## src/rtl/updn_counter_pkg.sv

```systemverilog
// Shared constants and the direction-select encoding for the up/down modulo counter.
package updn_counter_pkg;

  localparam int DEF_WIDTH     = 4;
  localparam int DEF_MAX_COUNT = 11;

  // 2'b11 is an additional hold code and is handled by the default branch
  typedef enum logic [1:0] {
    MODE_HOLD = 2'b00,
    MODE_UP   = 2'b01,
    MODE_DOWN = 2'b10
  } mode_t;

endpackage

```

## src/rtl/mod_step_calc.sv

```systemverilog
// Combinational next-value calculator for one up or down step modulo (MAX_COUNT+1).
module mod_step_calc #(
  parameter int WIDTH     = updn_counter_pkg::DEF_WIDTH,
  parameter int MAX_COUNT = updn_counter_pkg::DEF_MAX_COUNT
) (
  input  logic [WIDTH-1:0] count,
  input  logic [WIDTH-1:0] step,
  input  logic             up,
  input  logic             sat,
  output logic [WIDTH-1:0] next_val,
  output logic             crossed,
  output logic             wrapped
);

  localparam logic [WIDTH:0]   PERIOD_C = (WIDTH+1)'(MAX_COUNT + 1);
  localparam logic [WIDTH:0]   MAX_EXT_C = (WIDTH+1)'(MAX_COUNT);
  localparam logic [WIDTH-1:0] MAX_C    = WIDTH'(MAX_COUNT);

  logic [WIDTH:0]   cnt_ext_s;
  logic [WIDTH:0]   step_eff_s;
  logic [WIDTH:0]   sum_s;
  logic [WIDTH-1:0] wrap_up_s;
  logic [WIDTH-1:0] diff_s;
  logic [WIDTH-1:0] wrap_dn_s;

  // Clamp the step to one full period, then select the in-range, saturated or wrapped result
  always_comb begin
    cnt_ext_s  = {1'b0, count};
    step_eff_s = ({1'b0, step} > PERIOD_C) ? PERIOD_C : {1'b0, step};
    sum_s      = cnt_ext_s + step_eff_s;
    wrap_up_s  = WIDTH'(sum_s - PERIOD_C);
    diff_s     = WIDTH'(cnt_ext_s - step_eff_s);
    wrap_dn_s  = WIDTH'(cnt_ext_s + PERIOD_C - step_eff_s);
    next_val   = count;
    crossed    = 1'b0;
    wrapped    = 1'b0;
    if (up) begin
      if (sum_s <= MAX_EXT_C) begin
        next_val = sum_s[WIDTH-1:0];
      end else begin
        crossed = 1'b1;
        if (sat) begin
          next_val = MAX_C;
        end else begin
          next_val = wrap_up_s;
          wrapped  = 1'b1;
        end
      end
    end else begin
      if (step_eff_s <= cnt_ext_s) begin
        next_val = diff_s;
      end else begin
        crossed = 1'b1;
        if (sat) begin
          next_val = {WIDTH{1'b0}};
        end else begin
          next_val = wrap_dn_s;
          wrapped  = 1'b1;
        end
      end
    end
  end

endmodule

```

## src/rtl/updn_mod_counter.sv

```systemverilog
// Up/down modulo counter with load clamp, saturate/wrap policy and sticky crossing flags.
module updn_mod_counter #(
  parameter int WIDTH     = updn_counter_pkg::DEF_WIDTH,
  parameter int MAX_COUNT = updn_counter_pkg::DEF_MAX_COUNT
) (
  input  logic             clock,
  input  logic             reset,
  input  logic             en,
  input  logic [1:0]       mode,
  input  logic             sat,
  input  logic [WIDTH-1:0] step,
  input  logic             load,
  input  logic [WIDTH-1:0] din,
  input  logic             clr_flags,
  output logic [WIDTH-1:0] count,
  output logic             wrap,
  output logic             ovf_sticky,
  output logic             unf_sticky,
  output logic             load_err
);

  import updn_counter_pkg::*;

  localparam logic [WIDTH-1:0] MAX_C = WIDTH'(MAX_COUNT);

  logic [WIDTH-1:0] count_r, count_nxt_s, calc_val_s;
  logic             wrap_r, wrap_nxt_s;
  logic             ovf_r, ovf_nxt_s;
  logic             unf_r, unf_nxt_s;
  logic             load_err_r, load_err_nxt_s;
  logic             dir_up_s, stepping_s, crossed_s, wrapped_s;

  mod_step_calc #(
    .WIDTH    (WIDTH),
    .MAX_COUNT(MAX_COUNT)
  ) u_calc (
    .count   (count_r),
    .step    (step),
    .up      (dir_up_s),
    .sat     (sat),
    .next_val(calc_val_s),
    .crossed (crossed_s),
    .wrapped (wrapped_s)
  );

  // Decode direction and whether this cycle applies a step at all
  always_comb begin
    dir_up_s   = 1'b0;
    stepping_s = 1'b0;
    case (mode)
      MODE_UP: begin
        dir_up_s   = 1'b1;
        stepping_s = en && (step != {WIDTH{1'b0}});
      end
      MODE_DOWN: begin
        dir_up_s   = 1'b0;
        stepping_s = en && (step != {WIDTH{1'b0}});
      end
      default: begin
        dir_up_s   = 1'b0;
        stepping_s = 1'b0;
      end
    endcase
  end

  // Next-state selection: load beats step beats hold; a set event beats clr_flags
  always_comb begin
    count_nxt_s    = count_r;
    wrap_nxt_s     = 1'b0;
    load_err_nxt_s = 1'b0;
    ovf_nxt_s      = ovf_r & ~clr_flags;
    unf_nxt_s      = unf_r & ~clr_flags;
    if (load) begin
      if (din > MAX_C) begin
        count_nxt_s    = MAX_C;
        load_err_nxt_s = 1'b1;
      end else begin
        count_nxt_s = din;
      end
    end else if (stepping_s) begin
      count_nxt_s = calc_val_s;
      wrap_nxt_s  = wrapped_s;
      if (crossed_s && dir_up_s) begin
        ovf_nxt_s = 1'b1;
      end else if (crossed_s) begin
        unf_nxt_s = 1'b1;
      end else begin
        ovf_nxt_s = ovf_r & ~clr_flags;
      end
    end else begin
      count_nxt_s = count_r;
    end
  end

  // State and output registers
  always_ff @(posedge clock or posedge reset) begin
    if (reset) begin
      count_r    <= {WIDTH{1'b0}};
      wrap_r     <= 1'b0;
      ovf_r      <= 1'b0;
      unf_r      <= 1'b0;
      load_err_r <= 1'b0;
    end else begin
      count_r    <= count_nxt_s;
      wrap_r     <= wrap_nxt_s;
      ovf_r      <= ovf_nxt_s;
      unf_r      <= unf_nxt_s;
      load_err_r <= load_err_nxt_s;
    end
  end

  assign count      = count_r;
  assign wrap       = wrap_r;
  assign ovf_sticky = ovf_r;
  assign unf_sticky = unf_r;
  assign load_err   = load_err_r;

endmodule

```

## config.mk

```make
export PLATFORM = sky130hd
export DESIGN_NAME = updn_mod_counter
export DESIGN_NICKNAME = d
export VERILOG_FILES = /design/src/rtl/updn_counter_pkg.sv /design/src/rtl/mod_step_calc.sv /design/src/rtl/updn_mod_counter.sv
export SDC_FILE = /design/constraint.sdc
export NUM_CORES = 1
export LEC_CHECK = 0
export BUFFER_PORTS_ARGS = -buffer_cell sky130_fd_sc_hd__buf_2
export CELL_PAD_IN_SITES_DETAIL_PLACEMENT = 0
export CELL_PAD_IN_SITES_GLOBAL_PLACEMENT = 2
export CORE_UTILIZATION = 32
export DETAILED_ROUTE_END_ITERATION = 16
export GPL_TIMING_DRIVEN = 0
export HOLD_SLACK_MARGIN = 0.06
export PLACE_DENSITY_LB_ADDON = 0.1
export SLEW_MARGIN = 5
export SYNTH_ARGS = -nofsm -noshare
export SYNTH_HDL_FRONTEND = slang
export SYNTH_SLANG_ARGS = --single-unit
```

## constraint.sdc

```tcl
create_clock -name clock -period 3.3 [get_ports clock]
set_input_delay 0.66 -clock clock [delete_from_list [all_inputs] [get_ports clock]]
set_output_delay 0.66 -clock clock [all_outputs]
set_load 0.02 [all_outputs]
```

# [After elaboration in Yosys (flattened, before gate mapping)]
# Cells that the tools add are included.
[op_classes] addsub=5 n_lt_le_gt_ge=4 eq_ne=2 n_mux=29 n_bitwise=3 n_reduce_logical=5
[ops] operator="$mux W4" n=9
[ops] operator="$mux W1" n=20
[ops] operator="$gt A4 B4 Y1 const B" n=2
[ops] operator="$sub A4 B4 Y4" n=2
[ops] operator="$add A4 B4 Y5" n=1
[ops] operator="$le A5 B4 Y1" n=1
[ops] operator="$le A5 B4 Y1 const B" n=1
[ops] operator="$add A4 B4 Y4 const B" n=1
[ops] operator="$reduce_bool A4 Y1" n=1
[ops] operator="$sub A4 B4 Y4 const B" n=1
[ops] operator="$and A1 B1 Y1" n=2
[ops] operator="$eq A2 B1 Y1 const B" n=1
[ops] operator="$eq A2 B2 Y1 const B" n=1
[ops] operator="$logic_and A1 B1 Y1" n=2
[ops] operator="$reduce_bool A2 Y1" n=1
[ops] operator="$reduce_or A2 Y1" n=1
[ops] operator="$not A1 Y1" n=1
[totals] regBits=8 in_bits=16 output_inout_bits=8 elab_cells=53

# [Depth between registers and ports, before layout]
[logic_depth] ltp_word=10 depth_mapped=14

# [Cells and area by module]
# From an unflattened synthesis, not the netlist that was laid out.
[unflattened] cells_unflattened=122 hier_area_um2=1038.5
[by_module_without_submodules] module="mod_step_calc" n_inst=1 cells_each=80 area_per_inst_um2=634.4
[by_module_without_submodules] module="updn_mod_counter" n_inst=1 cells_each=42 area_per_inst_um2=404.1

# [Worst setup path before layout]
# No wires, ideal clock.
[synth_path] path_kind="input to register" start="input port step[3]" end="register count_r[2] (netlist: count[2])" setup_ps=82 t_arrival_ps=2814 path_slack_ps=404 cell_stages=13 n_path_buf=0 path_cell_list="nand2_1 > nand2_1 > inv_1 > ha_1 > nor2b_1 > o31ai_2 > xnor2_1 > inv_1 > ha_1 > mux2_2 > o21ai_2 > mux2_1 > a31oi_1"
[synth_via] elab_chain_len=9
[synth_lines] item="start: declaration" line_no="updn_mod_counter.sv:11" text="input logic [WIDTH-1:0] step,"
[synth_lines] item="$gt A4 B4 Y1" line_no="mod_step_calc.sv:29" text="step_eff_s = ({1'b0, step} > PERIOD_C) ? PERIOD_C : {1'b0, step};"
[synth_lines] item="$mux W4" line_no="mod_step_calc.sv:29"
[synth_lines] item="$add A4 B4 Y5" line_no="mod_step_calc.sv:30" text="sum_s = cnt_ext_s + step_eff_s;"
[synth_lines] item="$sub A4 B4 Y4" line_no="mod_step_calc.sv:31" text="wrap_up_s = WIDTH'(sum_s - PERIOD_C);"
[synth_lines] item="$mux W4" line_no="mod_step_calc.sv:42" text="if (sat) begin"
[synth_lines] item="$mux W4" line_no="mod_step_calc.sv:38" text="if (sum_s <= MAX_EXT_C) begin"
[synth_lines] item="$mux W4" line_no="mod_step_calc.sv:37" text="if (up) begin"
[synth_lines] item="$mux W4" line_no="updn_mod_counter.sv:80" text="end else if (stepping_s) begin"
[synth_lines] item="$mux W4" line_no="updn_mod_counter.sv:73" text="if (load) begin"
[synth_lines] item="end signal: assignment" line_no="updn_mod_counter.sv:98" text="count_r <= {WIDTH{1'b0}};"
[synth_lines] item="end signal: assignment" line_no="updn_mod_counter.sv:104" text="count_r <= count_nxt_s;"
[synth_lines] item="end: declaration" line_no="updn_mod_counter.sv:26" text="logic [WIDTH-1:0] count_r, count_nxt_s, calc_val_s;"
# Several ways; a longest one is shown, not always the timed one. The select of a mux whose other input is x is not followed.
# A chain may end at the register's enable or synchronous reset.

# [Worst setup path after layout]
[layout_path] start="input port step[2]" end="register count_r[2] (netlist: count[2])"
# The elaborated chain is that of the path after synthesis.

==> summary.txt <==
Outcome
  • Status: completed

Floorplan
  • Die area: about 3700 um2
  • Core region area: 3150 um2
  • Chip Height: around 60 um
  • Row count: 20
  • Ports: 24
  • Initial cell density of the core: 34.7%
  • Chip width: 60.5 um

Cells and area
  • Most frequent cells in the layout: 23 x buf_2, 18 x inv_1, 14 x ha_1
  • Fill cells: 344
  • FF/Latch Area: approximately 200 um2
  • Final std cells w/o fill: just under 200
  • Fin util: 41.3%
  • Final nets: roughly 190
  • Commonest non-fill, non-tap cell in the layout: buf_2
  • Proportion of layout cells with a drive suffix above 1: between 20 and 30%
  • Area of the multi-input gates: roughly 820 um2
  • ANT cells: 0
  • Synth-to-Final Area Change: 19.0%

Worst setup path
  • Setup crit end kind: flop
  • Crit-path cells: buf_2 > nand2_1 > nand2_1 > inv_1 > ha_4 > nor2b_1 > o31ai_2 > xnor2_2 > inv_1 > ha_1 > mux2_2 > o21ai_2 > mux2_1 > a31oi_1
  • Crit path arrival time: 3.20 ns
  • Max incr delay on CP: around 0.37 ns
  • CP Max Fanout: 6
  • CP required: between 3 and 4 ns
  • Worst Setup Start Kind: input pin
  • Crit Path Class: input pin to flop
  • CP bufs+invs: 3
  • Delay-heaviest family, CP: multiplexers
  • CP max-delay cell: mux2_1

Power and ir drop
  • Combinational Power Share: about two thirds
  • Cell-internal power: approximately 350 uW
  • P per Cell Area: 499 nW/um2
  • Register share of total power: 20.8%
  • VDD IR-drop max: roughly 0.18 mV
  • Clock share of power: between 10% and 20%
  • Sw Pwr: 300 uW
  • Static Leak: approximately 0.00064 uW
  • Sw Share: around 46%

Route
  • Residual DRC count: 0
  • DR pass1 iterations: 4
  • ANT nets after route: 0
  • Vias per cell: about 4.8
  • Starting DRC count in detailed routing: 33
  • Via count: 940
  • DR WL/cell: 13.2 um
  • Final WL: roughly 2.6 mm

Min path
  • Path type of the worst min-delay path: input pin to asynchronous set/reset pin

Logic synthesis
  • Ys Warns: 0
  • Synthesized area per cell: between 8 and 9 um2
  • Sequential area share after synthesis: a little under a fifth
  • Netlist Area Pre-Place: 1090 um2
  • Syn Nets: 160
  • Ys async rst share: 100%
  • EDFF count, synth: 0
  • Ys flop type: dfrtp_1
  • Yosys cell types: 44
  • Post-Syn Instances: between 100 and 150
  • Flops & latches, synth: 8

Global route
  • Met2 usage: approximately 25%
  • Remaining global-route overflow: 0
  • Largest net degree at the start of global routing: 11
  • Number of global-route vias before repair: about 890
  • Met3 Usage GRT: 3.20%
  • Total track usage: 16.3%
  • GRT Max-Usage Layer: met1
  • Met1 usage: between 20% and 30%
  • Initial antenna violation count: 0
  • First-pass GRT wire length: around 4.4 mm

Clocking
  • H-tree Lvls: 1
  • TritonCTS Buffers: 3
  • Root buffer cell: clkbuf_4
  • Count of cells resized by post-cts repair: 0
  • Hold buffer count at CTS: 0
  • Worst-path clk slew: 0.06 ns
  • CTS tree: yes
  • CTS Buffer Depth: 2
  • Sink Count: 8
  • Insertion delay to the later sink of the worst-skew pair: approximately 0.26 ns
  • # Post-CTS Setup Buffers: 0

Run
  • Max Cap Viol: 0

Timing
  • Worst-margin pin slew: between 0.4 and 0.5 ns
  • Worst hold slack: 0.335 ns
  • Max-slew headroom: just over 70%
  • Min Clock Period, post-route: around 3 ns
  • Final worst path period share: between 90 and 100%
  • RSZ-0062 raised after global routing: no
  • Final hold vios: 0
  • Max-slew violations: 0
  • Fmax: 332 MHz
  • Skew final: between 0.006 and 0.007 ns
  • Post-route setup TNS: 0 ns
  • Final Setup Violations: 0

Placement
  • Final estimated routing congestion in global placement: approximately 0.74
  • HPWL after DPL: 2.13 mm
  • Port bufs: 22
  • Placed cells: around 190
cell type report:
cell class	count	share of cell area [%]
Multi-Input combinational cell	94	62.9
Sequential cell	8	15.4
Timing Repair Buffer	22	8.46
Inverter	18	5.19
Tap cell	44	4.23
Buffer	5	2.12
Clock buffer	3	1.73
Yosys cell counts, drive strengths merged (3+ instances only):
| cell | instances | area (um2) |
|---|---|---|
| dfrtp | 8 | 200 |
| a31oi | 4 | 25.0 |
| nand3b | 3 | 22.5 |
| nor2b | 3 | 18.8 |
| nand2b | 5 | 38.8 |
| a21o | 3 | 23.8 |
| nor2 | 3 | 11.3 |
| xnor2 | 4 | 35.0 |
| fa | 4 | 80.1 |
| nand2 | 8 | 32.5 |
| o21ai | 5 | 28.8 |
| inv | 18 | 67.6 |
| a21oi | 5 | 25.0 |
| mux2 | 3 | 33.8 |
| clkbuf | 3 | 11.3 |
| ha | 15 | 188 |
| nor3 | 3 | 15.0 |
metrics by stage:
step	power [uW]	area (um2)	worst slack, ns
6_report	649	1300	0.285
5_1_grt	718	1300	0.0549
4_1_cts	640	1280	0.120
3_5_place_dp	562	1260	-0.139
3_3_place_gp	558	1260	-0.0777
2_1_floorplan	458	1090	0.404
worst register-to-register path: stages, from the launching register on:
cell and delay [ns]:
dfrtp_1 0.48, inv_1 0.18, ha_4 0.32, nor2b_1 0.06, o31ai_2 0.25, xnor2_2 0.18
inv_1 0.07, ha_1 0.17, mux2_2 0.28, o21ai_2 0.20, mux2_1 0.37, a31oi_1 0.16
logic make-up after synthesis:
kind of cell | count (synthesis) | synth area share [%]
simple gates | 34 | 18.7
compound gates | 33 | 22.1
buf+inv | 23 | 8.69
fa+ha+maj | 19 | 24.5
flops | 8 | 18.3
xor+xnor | 5 | 4.69
mux | 3 | 3.09
per-layer routing:
layer / routed length (um) / part of all wire, % / vias to the layer above
met5: 0 / 0 / -
met3: 74 / 2.9 / 0
met1: 1340 / 52 / 439
met2: 1150 / 45 / 19
met4: 0 / 0 / 0
li1: - / - / 482
sequential cells by signal, summed over array words and instances, names as in the netlist:
name        cells
wrap            1
ovf_sticky      1
load_err        1
count           4
unf_sticky      1
power by group through the flow:
stage          Clock, uW  Sequential, uW  Combinational, uW
2_1_floorplan          0             148                310
3_3_place_gp           0             136                422
3_5_place_dp           0             137                424
4_1_cts             77.4             136                427
5_1_grt             80.7             138                500
6_report            76.5             135                437
worst paths after layout:
check | startpoint | endpoint | slack, ns | depth (start not counted)
setup / recovery | step[2] | count[2]$_DFFE_PP0P_ | 0.29 | 14
hold / removal | reset | load_err$_DFF_PP0_ | 0.33 | 2
setup reg to reg | count[1]$_DFFE_PP0P_ | count[2]$_DFFE_PP0P_ | 0.52 | 11
hold reg to reg | ovf_sticky$_DFF_PP0_ | ovf_sticky$_DFF_PP0_ | 0.52 | 2
max in group asynchronous | reset | count[1]$_DFFE_PP0P_ | 2.73 | 2
min in group clock | ovf_sticky$_DFF_PP0_ | ovf_sticky$_DFF_PP0_ | 0.52 | 2
(Power assumes the default switching activity.)
